[src/rtl/snn_rate_encoder.sv]
// Four-channel spike rate encoder with a one-deep frame holding register.
// Define SNN_ENC_LFSR_EN for stochastic LFSR-comparator encoding; default is accumulator encoding.
module snn_rate_encoder #(
  parameter int          WIDTH     = 4,
  parameter logic [15:0] LFSR_SEED = 16'hACE1
) (
  input  logic               clk,
  input  logic               rst_n,
  input  logic               ena,
  input  logic               in_valid,
  output logic               in_ready,
  input  logic [4*WIDTH-1:0] in_data,
  output logic [3:0]         spike_out,
  output logic               spike_valid,
  output logic               frame_done,
  output logic               busy
);
  localparam int NCH = 4;

  typedef enum logic {S_IDLE, S_RUN} state_t;

  state_t               r_state, w_state_nxt;
  logic [NCH*WIDTH-1:0] r_active, r_hold;
  logic                 r_hold_full;
  logic [WIDTH-1:0]     r_step;
  logic [NCH-1:0]       r_spike, w_spike;
  logic                 r_spike_valid, r_frame_done;
  logic                 w_accept, w_step, w_last;
  logic                 w_load_in, w_load_hold, w_fill_hold, w_load;

  if (LFSR_SEED == 16'h0000) begin : g_seed_chk
    $error("snn_rate_encoder: LFSR_SEED must be non-zero");
  end

  assign in_ready    = !r_hold_full;
  assign w_accept    = in_valid && !r_hold_full;
  assign w_step      = (r_state == S_RUN) && ena;
  assign w_last      = w_step && (r_step == {WIDTH{1'b1}});
  assign w_load      = w_load_in || w_load_hold;
  assign busy        = (r_state == S_RUN);
  assign spike_out   = r_spike;
  assign spike_valid = r_spike_valid;
  assign frame_done  = r_frame_done;

  // A frame offered on the final step with an empty hold goes straight to active (no bubble).
  always_comb begin
    w_state_nxt = r_state;
    w_load_in   = 1'b0;
    w_load_hold = 1'b0;
    w_fill_hold = 1'b0;
    case (r_state)
      S_IDLE: begin
        if (w_accept) begin
          w_state_nxt = S_RUN;
          w_load_in   = 1'b1;
        end
      end
      S_RUN: begin
        if (w_last) begin
          if (r_hold_full)   w_load_hold = 1'b1;
          else if (w_accept) w_load_in   = 1'b1;
          else               w_state_nxt = S_IDLE;
        end else if (w_accept) begin
          w_fill_hold = 1'b1;
        end
      end
      default: w_state_nxt = S_IDLE;
    endcase
  end

  always_ff @(posedge clk or negedge rst_n) begin
    if (!rst_n) begin
      r_state       <= S_IDLE;
      r_hold_full   <= 1'b0;
      r_step        <= '0;
      r_spike       <= '0;
      r_spike_valid <= 1'b0;
      r_frame_done  <= 1'b0;
    end else begin
      r_state <= w_state_nxt;
      if (w_fill_hold)      r_hold_full <= 1'b1;
      else if (w_load_hold) r_hold_full <= 1'b0;
      if (w_load)           r_step <= '0;
      else if (w_step)      r_step <= r_step + 1'b1;
      r_spike       <= w_step ? w_spike : '0;
      r_spike_valid <= w_step;
      r_frame_done  <= w_last;
    end
  end

  always_ff @(posedge clk) begin
    if (w_load_in)        r_active <= in_data;
    else if (w_load_hold) r_active <= r_hold;
    if (w_fill_hold)      r_hold   <= in_data;
  end

`ifdef SNN_ENC_LFSR_EN
  logic [15:0] r_lfsr;

  if (WIDTH != 4) begin : g_width_chk
    $error("snn_rate_encoder: SNN_ENC_LFSR_EN requires WIDTH == 4");
  end

  // Galois form of x^16+x^14+x^13+x^11+1; runs free across frame boundaries.
  always_ff @(posedge clk or negedge rst_n) begin
    if (!rst_n)      r_lfsr <= LFSR_SEED;
    else if (w_step) r_lfsr <= {1'b0, r_lfsr[15:1]} ^ (r_lfsr[0] ? 16'hB400 : 16'h0000);
  end

  always_comb begin
    w_spike = '0;
    for (int c = 0; c < NCH; c++) begin
      w_spike[c] = (r_lfsr[4*c +: 4] < r_active[c*WIDTH +: WIDTH]);
    end
  end
`else
  logic [WIDTH-1:0] r_acc [NCH];
  logic [WIDTH:0]   w_sum [NCH];

  always_comb begin
    w_spike = '0;
    for (int c = 0; c < NCH; c++) begin
      w_sum[c]   = {1'b0, r_acc[c]} + {1'b0, r_active[c*WIDTH +: WIDTH]};
      w_spike[c] = w_sum[c][WIDTH];
    end
  end

  always_ff @(posedge clk or negedge rst_n) begin
    if (!rst_n) begin
      for (int c = 0; c < NCH; c++) r_acc[c] <= '0;
    end else if (w_load) begin
      for (int c = 0; c < NCH; c++) r_acc[c] <= '0;
    end else if (w_step) begin
      for (int c = 0; c < NCH; c++) r_acc[c] <= w_sum[c][WIDTH-1:0];
    end
  end
`endif

endmodule

[config.mk]
export PLATFORM = sky130hd
export DESIGN_NAME = snn_rate_encoder
export DESIGN_NICKNAME = d
export VERILOG_FILES = /design/src/rtl/snn_rate_encoder.sv
export SDC_FILE = /design/constraint.sdc
export NUM_CORES = 1
export LEC_CHECK = 0
export BUFFER_PORTS_ARGS = -buffer_cell sky130_fd_sc_hd__buf_2
export CAP_MARGIN = 20
export CORE_MARGIN = 2
export CORE_UTILIZATION = 53
export DETAILED_ROUTE_END_ITERATION = 8
export PLACE_DENSITY = 0.79
export SKIP_CTS_REPAIR_TIMING = 1
export SYNTH_ARGS = -nofsm -noshare
export SYNTH_HDL_FRONTEND = slang
export SYNTH_SLANG_ARGS = --single-unit
[constraint.sdc]
create_clock -name clk -period 1.8 [get_ports clk]
set_input_delay 0.27 -clock clk [delete_from_list [all_inputs] [get_ports clk]]
set_output_delay 0.27 -clock clk [all_outputs]
set_load 0.1 [all_outputs]
After elaboration in Yosys (flattened, before gate mapping)
Index checks and enable logic that the tools add are counted.
Word-level totals
  logic and storage cells: 48
  register bits after elaboration: 60
  output and inout port bits: 8
  input bits: 20
  memories kept: 0
  memory bits (writable): 0
  latch bits: 0
  ROM bits: 0
Operators by class
  div/mod/pow operators: 0
  shift operators: 0
  muxes and demuxes: 21
  reduce and logical (&&, ||, !) cells: 8
  bitwise logic cells: 1
  add/subtract/negate cells: 5
  magnitude comparators: 0
  equality and inequality tests: 1
  multiply operators: 0
Operators with widths (count)
  16-bit 2-to-1 mux: 4
  4-bit by 4-bit adder with 5-bit output: 4
  1-bit 2-to-1 mux: 12
  4-bit 2-to-1 mux: 3
  2-bit nonzero test: 3
  4-bit by 1-bit adder with 4-bit output, second input constant: 1
  4-bit equality test, second input constant: 1
  1-bit one-hot mux with 2 select lines: 2
  1-bit logical AND: 3
  1-bit zero test: 1
  1-bit logical OR: 1
  1-bit NOT: 1

Depth between registers and ports, before layout
Gate-level depths: netlist of the first run.
  depth in word-level cells: 8
  gate-level depth with buffers: 6
  depth with buffers taken out: 6

Worst setup path after synthesis of the first run
No wires, ideal clock.
  kind: reg2reg
  from: register r_state, in the netlist busy
  to: register r_hold[0], enable pin
  cell stages (with the launch flop): 4
  arrival time: 2.094 ns
  library setup time: 0.388 ns
  data required time: 1.412 ns
  path slack: -0.682 ns
  cell sequence: dfrtp_1 -> buf_2 -> nand2_1 -> nor2_1
Between the ends
  cells in the longest elaborated chain, start to end: 4
Ends and longest elaborated chain
  start: declaration: line 22  | state_t r_state, w_state_nxt;
  start signal: assignment: line 80  | r_state <= w_state_nxt;
  1-bit logical AND: line 37  | assign w_step = (r_state == S_RUN) && ena;
  1-bit logical AND: line 38  | assign w_last = w_step && (r_step == {WIDTH{1'b1}});
  1-bit 2-to-1 mux: line 59  | if (w_last) begin
  1-bit 2-to-1 mux (*): line 51  | case (r_state)
  net w_fill_hold: line 29  | logic w_load_in, w_load_hold, w_fill_hold, w_load;
  end signal: assignment: line 94  | if (w_fill_hold) r_hold <= in_data;
  end: declaration: line 23  | logic [NCH*WIDTH-1:0] r_active, r_hold;
The timed path passes the listed nets; every way through them passes the cells marked *.
A chain may end at the register's enable or synchronous reset.

Worst setup path in the final report of the first run
  from: register r_step[1]
  to: register r_active[2], data pin
Between the ends
  cells in the longest elaborated chain, start to end: 5
Ends and longest elaborated chain
  start: declaration: line 25  | logic [WIDTH-1:0] r_step;
  start signal: assignment: line 84  | else if (w_step) r_step <= r_step + 1'b1;
  4-bit equality test: line 38
  1-bit logical AND: line 38
  1-bit 2-to-1 mux: line 59
  1-bit one-hot mux with 2 select lines: line 51
  16-bit 2-to-1 mux: line 92  | if (w_load_in) r_active <= in_data;
  end signal: assignment: line 92
  end signal: assignment: line 93  | else if (w_load_hold) r_active <= r_hold;
  end: declaration: line 23
Every way passes these cells.

==> qor.yml, run 1 <==
status: "complete, but fails checks"
violations: "hold timing"
reg2reg_slack_ns: 0.09
synth_top_cell_area_share_pct: 32.6
crit_arrival_ns: 1.80
drive_above_1_share_pct: 30.0
wl_per_cell_um: 14.5
grt-ovfl-total: 0
ys_types: 34
root_buffer: "clkbuf_8"
start_util_pct: 54.1
clockBufferDepth: 2
crit_type: "register to register"
yosys.area.top_type: "edfxtp_1"
die_area_mm2: 0.00617
timing.final.ws_setup_ns: 0.0894
grt_pass1_vias: 1850
skew_ns: 0.00767
endpoint_kind: "register"
cpLargestDelayFamily: "flip-flops"
drc_errors: 0
tightest_slew_ns: 0.649
layout_commonest_cell: "edfxtp_1"
fmax_mhz: 585
antenna_found_initial: 0
path_clk_slew_ns: 0.06
syn_area_mm2: 0.00294
dp_worst_setup_slack_ns: 0.0524
yosys-top-cells-area: "edfxtp_1 33%, dfrtp_1 24%, ha_1 7.2%"
synth_warnings: 0
p_leak_nw: 1.44
dpl.hpwl_mm: 3.33
cp.required_ns: 1.89
hold_path_class: "input pin to asynchronous set/reset pin"
grt_max_degree: 36
cts_tree: "yes"
period_minus_slack_ns: 1.71
clkLatencyLatePin_ns: 0.34
powerDensity_mw_per_mm2: 1280
finalCoreUtilization_pct: 63.3
grt_pass1_wl_mm: 8.65
holdWs_ns: -0.0422
grtUsageTotal_pct: 19.0
synthCells: 231
synth-main-ff-cell: "edfxtp_1"
h-tree-depth: 3
drtIter0Drc: 97
core_mm2: 0.00544
gp_congestion: 0.763
die_h_um: 78.5
ios: 28
reg2reg_to: "r_active[2]"
finalPower_mw: 4.41
fin_tns_setup_ns: 0
final_nets: 313
diodes: 0
worstPathCellList: "ha_2, nand4_2, a21oi_4, buf_12, mux2_2"
slew_headroom_pct: 56.7
rsz0062_at_grt: "false"
wirelength_mm: 5.05
peakVddDrop_mv: 0.656
max_stage_delay_ns: 0.37
ys_ff_latch: 60
place_inst: 332
timing.rr.start: "r_step[1]"
layout_common_cells: "32 x edfxtp_1, 27 x dfrtp_1, 27 x buf_2, 24 x nand2_1, 24 x a21oi_1"
instances_no_fill: 349
syn_nets: 272
area_delta_synth_final_pct: 17.0
synth_edf_count: 32
drtPass1Iterations: 4
nFillCells: 432
cts_inserted_buffers: 9
drv_slew: 0
io_buffers: 27
postSynthAreaPerCell_um2: 12.7
synthArstFlopShare_pct: 46.7
cp_slowest_cell: "dfrtp_1"
crit_buf_inv: 1
crit_fanout: 15
hold_viol: 28
min_period_over_period_pct: 95.0
antenna_left: 0
synth-seq-area-share_pct: 56.4
maxCapViolCount: 0
critPathLaunchType: "register"
die_w_um: 78.5
setup_violations: 0
vias: 1877
vias_per_cell: 5.38
rows: 27
stdcell_area_mm2: 0.00344
dpl_cell_area_mm2: 0.00323
clock_sinks: 60
r2r.worst_path.cells: 5
==> routing by layer <==
layer	share of wire (%)	track usage (%)
met2	47	29.5
met1	44	23.5
met5	0	0
met3	5.2	5.40
met4	3.2	11.6
==> worst reg2reg max path: stages (launching register included) <==
cell and delay, ns:
dfrtp_1 0.37, ha_2 0.20, nand4_2 0.15, a21oi_4 0.21
buf_12 0.19, mux2_2 0.35
==> cells by family after synthesis <==
logic type	after synthesis	share of synthesized area [%]
flip-flops	60	56.4
AND/OR/NAND/NOR	58	11.0
AO/OA/AOI/OAI	43	8.80
buffers and inverters	26	4.29
adder cells (fa/ha/maj)	21	9.94
multiplexers	17	7.73
XOR/XNOR	6	1.78
==> flip-flops by register name, summed over array words and instances (netlist names) <==
signal / cells
r_acc: 16
r_active: 16
r_hold: 16
r_step: 4
spike_out: 4
busy: 1
frame_done: 1
r_hold_full: 1
spike_valid: 1
==> where the power goes <==
| group | switching [mW] | internal [mW] |
|---|---|---|
| clock | 0.496 | 0.678 |
| sequential | 0.161 | 1.70 |
| combinational | 0.777 | 0.600 |
| total | 1.43 | 2.98 |
==> Yosys cell counts, drive strengths merged, types with 5 or more instances <==
cell,number
nor2,7
nand2,25
o21ai,5
edfxtp,32
xnor2,5
inv,18
dfrtp,28
nand2b,6
buf,8
a21oi,25
ha,17
mux2,16
==> how the worst max path moves through the flow <==
stage | start | end | slack, ns | depth (start not counted)
5_1_grt | r_acc[15] | r_acc[15] | 0.001 | 4
2_1_floorplan | busy | r_hold[0] | 0.001 | 3
3_5_place_dp | r_step[0] | r_active[2] | 0.05 | 5
4_1_cts | r_step[0] | r_active[2] | 0.04 | 5
3_3_place_gp | r_step[0] | r_active[4] | 0.09 | 5
6_report | r_step[1] | r_active[2] | 0.09 | 5
==> cell type report <==
class	count	area (µm²)	area share (%)
clock buffers	14	153	4.43
inverters	18	67.6	1.96
well taps	72	90.1	2.62
clock inverters	2	35.0	1.02
flip-flops and latches	60	1670	48.3
repair buffers	38	255	7.41
multi-input cells	145	1180	34.2
Note: power is estimated with default switching activity, not from simulation.
==> run 2, diff against run 1 <==
CORE_ASPECT_RATIO = 1.75   (was unset)
CORE_UTILIZATION = 63   (was 53)
GPL_ROUTABILITY_DRIVEN = 1   (was unset)
PLACE_DENSITY = 0.88   (was 0.79)
clock period = 2 ns   (was 1.8 ns; I/O delays follow)
==> run 2 against run 1 <==
Effect of this change: the flow still finishes with violations (hold timing); die area down 15%; sequential share of layout area up 1.1 points; first-iteration DRC count down 43%; combinational power down 12%; power down 11%; non-clock buffer count down 3; critical path depth unchanged; final cell count down 6.9%; count of clock-buffer cells in the layout down 4; design area down 2.4%; worst hold slack better by 0.024 ns; core utilization up 12 points; critical endpoint is now r_active[4]; highest routed layer unchanged.
==> qor.yml, run 2 (synthesis gave the netlist of run 1 again) <==
status: "complete, but fails checks"  # unchanged
violations: "hold timing"  # unchanged
maxCapViolCount: 0  # unchanged
final_nets: 310  # was 313
layout_commonest_cell: "edfxtp_1"  # unchanged
crit_fanout: 12  # was 15
antenna_left: 0  # unchanged
clkLatencyLatePin_ns: 0.34  # about the same
peakVddDrop_mv: 0.894  # was 0.656 mV
nFillCells: 272  # was 432
holdWs_ns: -0.0179  # was -0.0422 ns
die_area_mm2: 0.00526  # was 0.00617 mm²
powerDensity_mw_per_mm2: 1170  # was 1280 mW/mm²
p_leak_nw: 1.42  # was 1.44 nW
start_util_pct: 66.2  # was 54.1%
vias_per_cell: 5.79  # was 5.38
rows: 32  # was 27
hold_viol: 28  # unchanged
layout_common_cells: "32 x edfxtp_1, 27 x dfrtp_1, 27 x buf_2, 24 x nand2_1, 24 x a21oi_1"  # unchanged
crit_type: "register to register"  # unchanged
setup_violations: 0  # unchanged
antenna_found_initial: 0  # unchanged
stdcell_area_mm2: 0.00336  # was 0.00344 mm²
die_w_um: 55.7  # was 78.5 µm
root_buffer: "clkbuf_8"  # unchanged
slew_headroom_pct: 57.2  # was 56.7%
register_area_mm2: 0.00166  # was 0.00167 mm²
h-tree-depth: 3  # unchanged
area_delta_synth_final_pct: 14.2  # was 17.0%
grt_pass1_wl_mm: 8.85  # was 8.65 mm
path_clk_slew_ns: 0.06  # about the same
ios: 28  # unchanged
cts_inserted_buffers: 9  # unchanged
skew_ns: 0.00369  # was 0.00767 ns
reg.largest.list: "r_acc (16), r_active (16), r_hold (16)"  # unchanged
grt_pass1_vias: 2021  # was 1,850
dp_worst_setup_slack_ns: 0.243  # was 0.0524 ns
drive_above_1_share_pct: 28.8  # was 30.0%
finalPower_mw: 3.92  # was 4.41 mW
min_period_over_period_pct: 88.1  # was 95.0%
grtUsageTotal_pct: 22.5  # was 19.0%
die_h_um: 94.4  # was 78.5 µm
vias: 1881  # was 1,877
instances_no_fill: 325  # was 349
timing.final.ws_setup_ns: 0.238  # was 0.0894 ns
drtPass1Iterations: 4  # unchanged
period_minus_slack_ns: 1.76  # was 1.71 ns
drv_slew: 0  # unchanged
rsz0062_at_grt: "false"  # unchanged
fmax_mhz: 568  # was 585 MHz
grt-ovfl-total: 0  # unchanged
crit_arrival_ns: 1.85  # was 1.80 ns
wl_per_cell_um: 15.7  # was 14.5 µm
drc_errors: 0  # unchanged
cp.required_ns: 2.09  # was 1.89 ns
fin_tns_setup_ns: 0  # unchanged
core_mm2: 0.00444  # was 0.00544 mm²
grt_max_degree: 29  # was 36
critPathLaunchType: "register"  # unchanged
cts_tree: "yes"  # unchanged
wirelength_mm: 5.11  # was 5.05 mm
multi_input_area_mm2: 0.00116  # was 0.00118 mm²
place_inst: 309  # was 332
clockBufferDepth: 2  # unchanged
gp_congestion: 0.767  # was 0.763
io_buffers: 27  # unchanged
dpl.hpwl_mm: 3.57  # was 3.33 mm
clock_sinks: 60  # unchanged
drtIter0Drc: 55  # was 97
dpl_cell_area_mm2: 0.00318  # was 0.00323 mm²
endpoint_kind: "register"  # unchanged
hold_path_class: "input pin to asynchronous set/reset pin"  # unchanged
diodes: 0  # unchanged
tightest_slew_ns: 0.642  # was 0.649 ns
[run 2: routing by layer]
| metal | GRT usage, % | wire length, µm | vias up |
|---|---|---|---|
| met5 | 0 | 0 | - |
| met4 | 13.2 | 159 | 0 |
| met3 | 6.85 | 197 | 15 |
| met2 | 39.6 | 2710 | 43 |
| met1 | 23.4 | 2040 | 918 |
| li1 | - | - | 905 |
[run 2: report_power, final]
part           internal, mW  switching [mW]
logic                 0.510           0.703
clock network         0.562           0.457
registers              1.53           0.154
total                  2.60            1.31
[run 2: final cells by class]
class	instances	area share, %
Timing Repair Buffer	35	6.55
Tap cell	51	1.90
Inverter	18	2.01
Multi-Input combinational cell	145	34.6
Clock inverter	6	1.64
Sequential cell	60	49.5
Clock buffer	10	3.80
[run 2: worst max-delay path, cell delays in order, from the launching register on]
cell     delay [ns]
dfrtp_1        0.38
ha_1           0.21
nand4_2        0.18
a21oi_4        0.23
buf_12         0.17
mux2_2         0.33
[run 2: per-stage QoR]
| stage | util (%) | hold WS, ns |
|---|---|---|
| floorplan | - | 0.00441 |
| global placement | 71.5 | 0.362 |
| detailed placement | 71.5 | 0.373 |
| CTS | 75.6 | -0.000619 |
| global route | 75.6 | 0.0252 |
| finish | 75.6 | -0.0179 |
[run 2: worst paths after layout]
path,startpoint,end,slack (ns),cells past startpoint
worst max-delay path,r_step[0],r_active[4],0.24,5
worst max register to register,r_step[0],r_active[4],0.24,5
min in group clk,in_data[15],r_hold[15],0.15,1
max in group asynchronous,rst_n,busy,1.56,1
worst min register to register,r_acc[12],r_acc[12],0.54,2
worst min-delay path,rst_n,r_acc[6],-0.02,1
==> run 3, diff against run 2 <==
CORE_UTILIZATION = 55   (was 63)
PLACE_DENSITY = 0.79   (was 0.88)
==> run 3 against run 2 <==
Effect of this change: the flow still finishes with violations (hold timing); sequential share of layout area fell by 0.092 points; non-clock buffer count is 1 lower; critical path depth is the same; largest power group unchanged; register-to-register slack lost 0.04 ns; critical endpoint is now r_active[1]; design area grew 0.19%; global-route usage decreased by 2.6 points; die area up 14%; routed wire length down 2.2%.
==> qor.yml, run 3 (synthesis gave the netlist of run 1 again) <==
status: "complete, but fails checks"  # unchanged
violations: "hold timing"  # unchanged
grt-ovfl-total: 0  # unchanged
crit_arrival_ns: 1.90  # was 1.85 ns
dpl.hpwl_mm: 3.47  # was 3.57 mm
root_buffer: "clkbuf_8"  # unchanged
wl_per_cell_um: 15.2  # was 15.7 µm
antenna_found_initial: 0  # unchanged
grt_pass1_vias: 1903  # was 2,021
dp_worst_setup_slack_ns: 0.211  # was 0.243 ns
multi_input_area_mm2: 0.00116  # unchanged
drtPass1Iterations: 4  # unchanged
drtIter0Drc: 37  # was 55
rows: 35  # was 32
fmax_mhz: 556  # was 568 MHz
reg2reg_to: "r_active[1]"  # was r_active[4]
peakVddDrop_mv: 0.603  # was 0.894 mV
h-tree-depth: 3  # unchanged
powerDensity_mw_per_mm2: 1170  # about the same
reg.largest.list: "r_acc (16), r_active (16), r_hold (16)"  # unchanged
layout_commonest_cell: "edfxtp_1"  # unchanged
period_minus_slack_ns: 1.80  # was 1.76 ns
nFillCells: 399  # was 272
hold_viol: 28  # unchanged
die_w_um: 59.3  # was 55.7 µm
die_area_mm2: 0.00598  # was 0.00526 mm²
vias: 1867  # was 1,881
endpoint_kind: "register"  # unchanged
maxCapViolCount: 0  # unchanged
hold_path_class: "input pin to asynchronous set/reset pin"  # unchanged
timing.rr.start: "r_step[0]"  # unchanged
diodes: 0  # unchanged
grt_pass1_wl_mm: 8.56  # was 8.85 mm
tightest_slew_ns: 0.636  # was 0.642 ns
clockBufferDepth: 2  # unchanged
crit_fanout: 16  # was 12
drc_errors: 0  # unchanged
clock_sinks: 60  # unchanged
r2r.worst_path.cells: 5  # unchanged
slew_headroom_pct: 57.6  # was 57.2%
clkLatencyLatePin_ns: 0.35  # was 0.34 ns
grtUsageTotal_pct: 19.9  # was 22.5%
antenna_left: 0  # unchanged
p_leak_nw: 1.42  # about the same
register_area_mm2: 0.00166  # unchanged
critPathLaunchType: "register"  # unchanged
cp.required_ns: 2.10  # was 2.09 ns
drv_slew: 0  # unchanged
cts_tree: "yes"  # unchanged
layout_common_cells: "32 x edfxtp_1, 27 x dfrtp_1, 27 x buf_2, 24 x nand2_1, 24 x a21oi_1"  # unchanged
fin_tns_setup_ns: 0  # unchanged
holdWs_ns: -0.0320  # was -0.0179 ns
grt_max_degree: 36  # was 29
crit_type: "register to register"  # unchanged
final_nets: 309  # was 310
drive_above_1_share_pct: 29.3  # was 28.8%
io_buffers: 27  # unchanged
die_h_um: 101  # was 94.4 µm
cts_inserted_buffers: 9  # unchanged
setup_violations: 0  # unchanged
area_delta_synth_final_pct: 14.4  # was 14.2%
timing.final.ws_setup_ns: 0.202  # was 0.238 ns
min_period_over_period_pct: 89.9  # was 88.1%
rsz0062_at_grt: "false"  # unchanged
start_util_pct: 56.5  # was 66.2%
reg2reg_slack_ns: 0.20  # was 0.24 ns
path_clk_slew_ns: 0.07  # was 0.06 ns
core_mm2: 0.00521  # was 0.00444 mm²
ios: 28  # unchanged
gp_congestion: 0.782  # was 0.767
crit_path_start: "r_step[0]"  # unchanged
vias_per_cell: 5.69  # was 5.79
skew_ns: 0.00796  # was 0.00369 ns
wirelength_mm: 5.00  # was 5.11 mm
-- run 3: cell count changes in the layout (fill, tap and decap cells not counted) --
cell	change
buf_4	-1
clkinv_1	-1
clkinvlp_4	+1
clkbuf_1	-1
clkinv_4	+1
-- run 3: area by class of cell --
cell class / instances / share of cell area, %
Sequential cell: 60 / 49.4
Multi-Input combinational cell: 145 / 34.6
Clock buffer: 9 / 3.68
Timing Repair Buffer: 34 / 6.32
Clock inverter: 7 / 2.01
Tap cell: 55 / 2.04
Inverter: 18 / 2.01
-- run 3: power breakdown --
part	internal (mW)	switching [mW]
Combinational	0.507	0.685
Sequential	1.53	0.152
Clock	0.567	0.484
Total	2.60	1.32
-- run 3: worst max-delay path, stage by stage (launching register included) --
cell	delay [ns]
dfrtp_1	0.39
ha_1	0.22
nand4_2	0.19
a21oi_4	0.21
buf_12	0.18
mux2_2	0.35
-- run 3: stage by stage --
stage / instances / power [mW] / hold WS [ns] / cell area (µm²) / utilization, %
floorplan: 231 / 2.63 / 0.00441 / 2950 / -
global placement: 312 / 2.81 / 0.363 / 3180 / 60.9
detailed placement: 312 / 2.90 / 0.364 / 3180 / 60.9
CTS: 328 / 3.95 / -0.0179 / 3370 / 64.6
global route: 328 / 4.18 / 0.00970 / 3370 / 64.6
finish: 328 / 3.93 / -0.0320 / 3370 / 64.6
-- run 3: worst max path at each step --
stage                     cells past startpoint           to  slack (ns)
after floorplan                               4  r_active[0]        0.07
after global placement                        5  r_active[4]        0.27
after detailed placement                      5  r_active[1]        0.21
after CTS                                     5  r_active[1]        0.20
after global routing                          5  r_active[0]        0.15
final                                         5  r_active[1]        0.20
-- run 3: layer usage --
layer	vias up	part of all wire (%)	track usage [%]
li1	896	-	-
met1	926	42	21.7
met2	36	52	32.5
met3	9	3.8	5.01
met4	0	2.5	14.0
met5	-	0	0
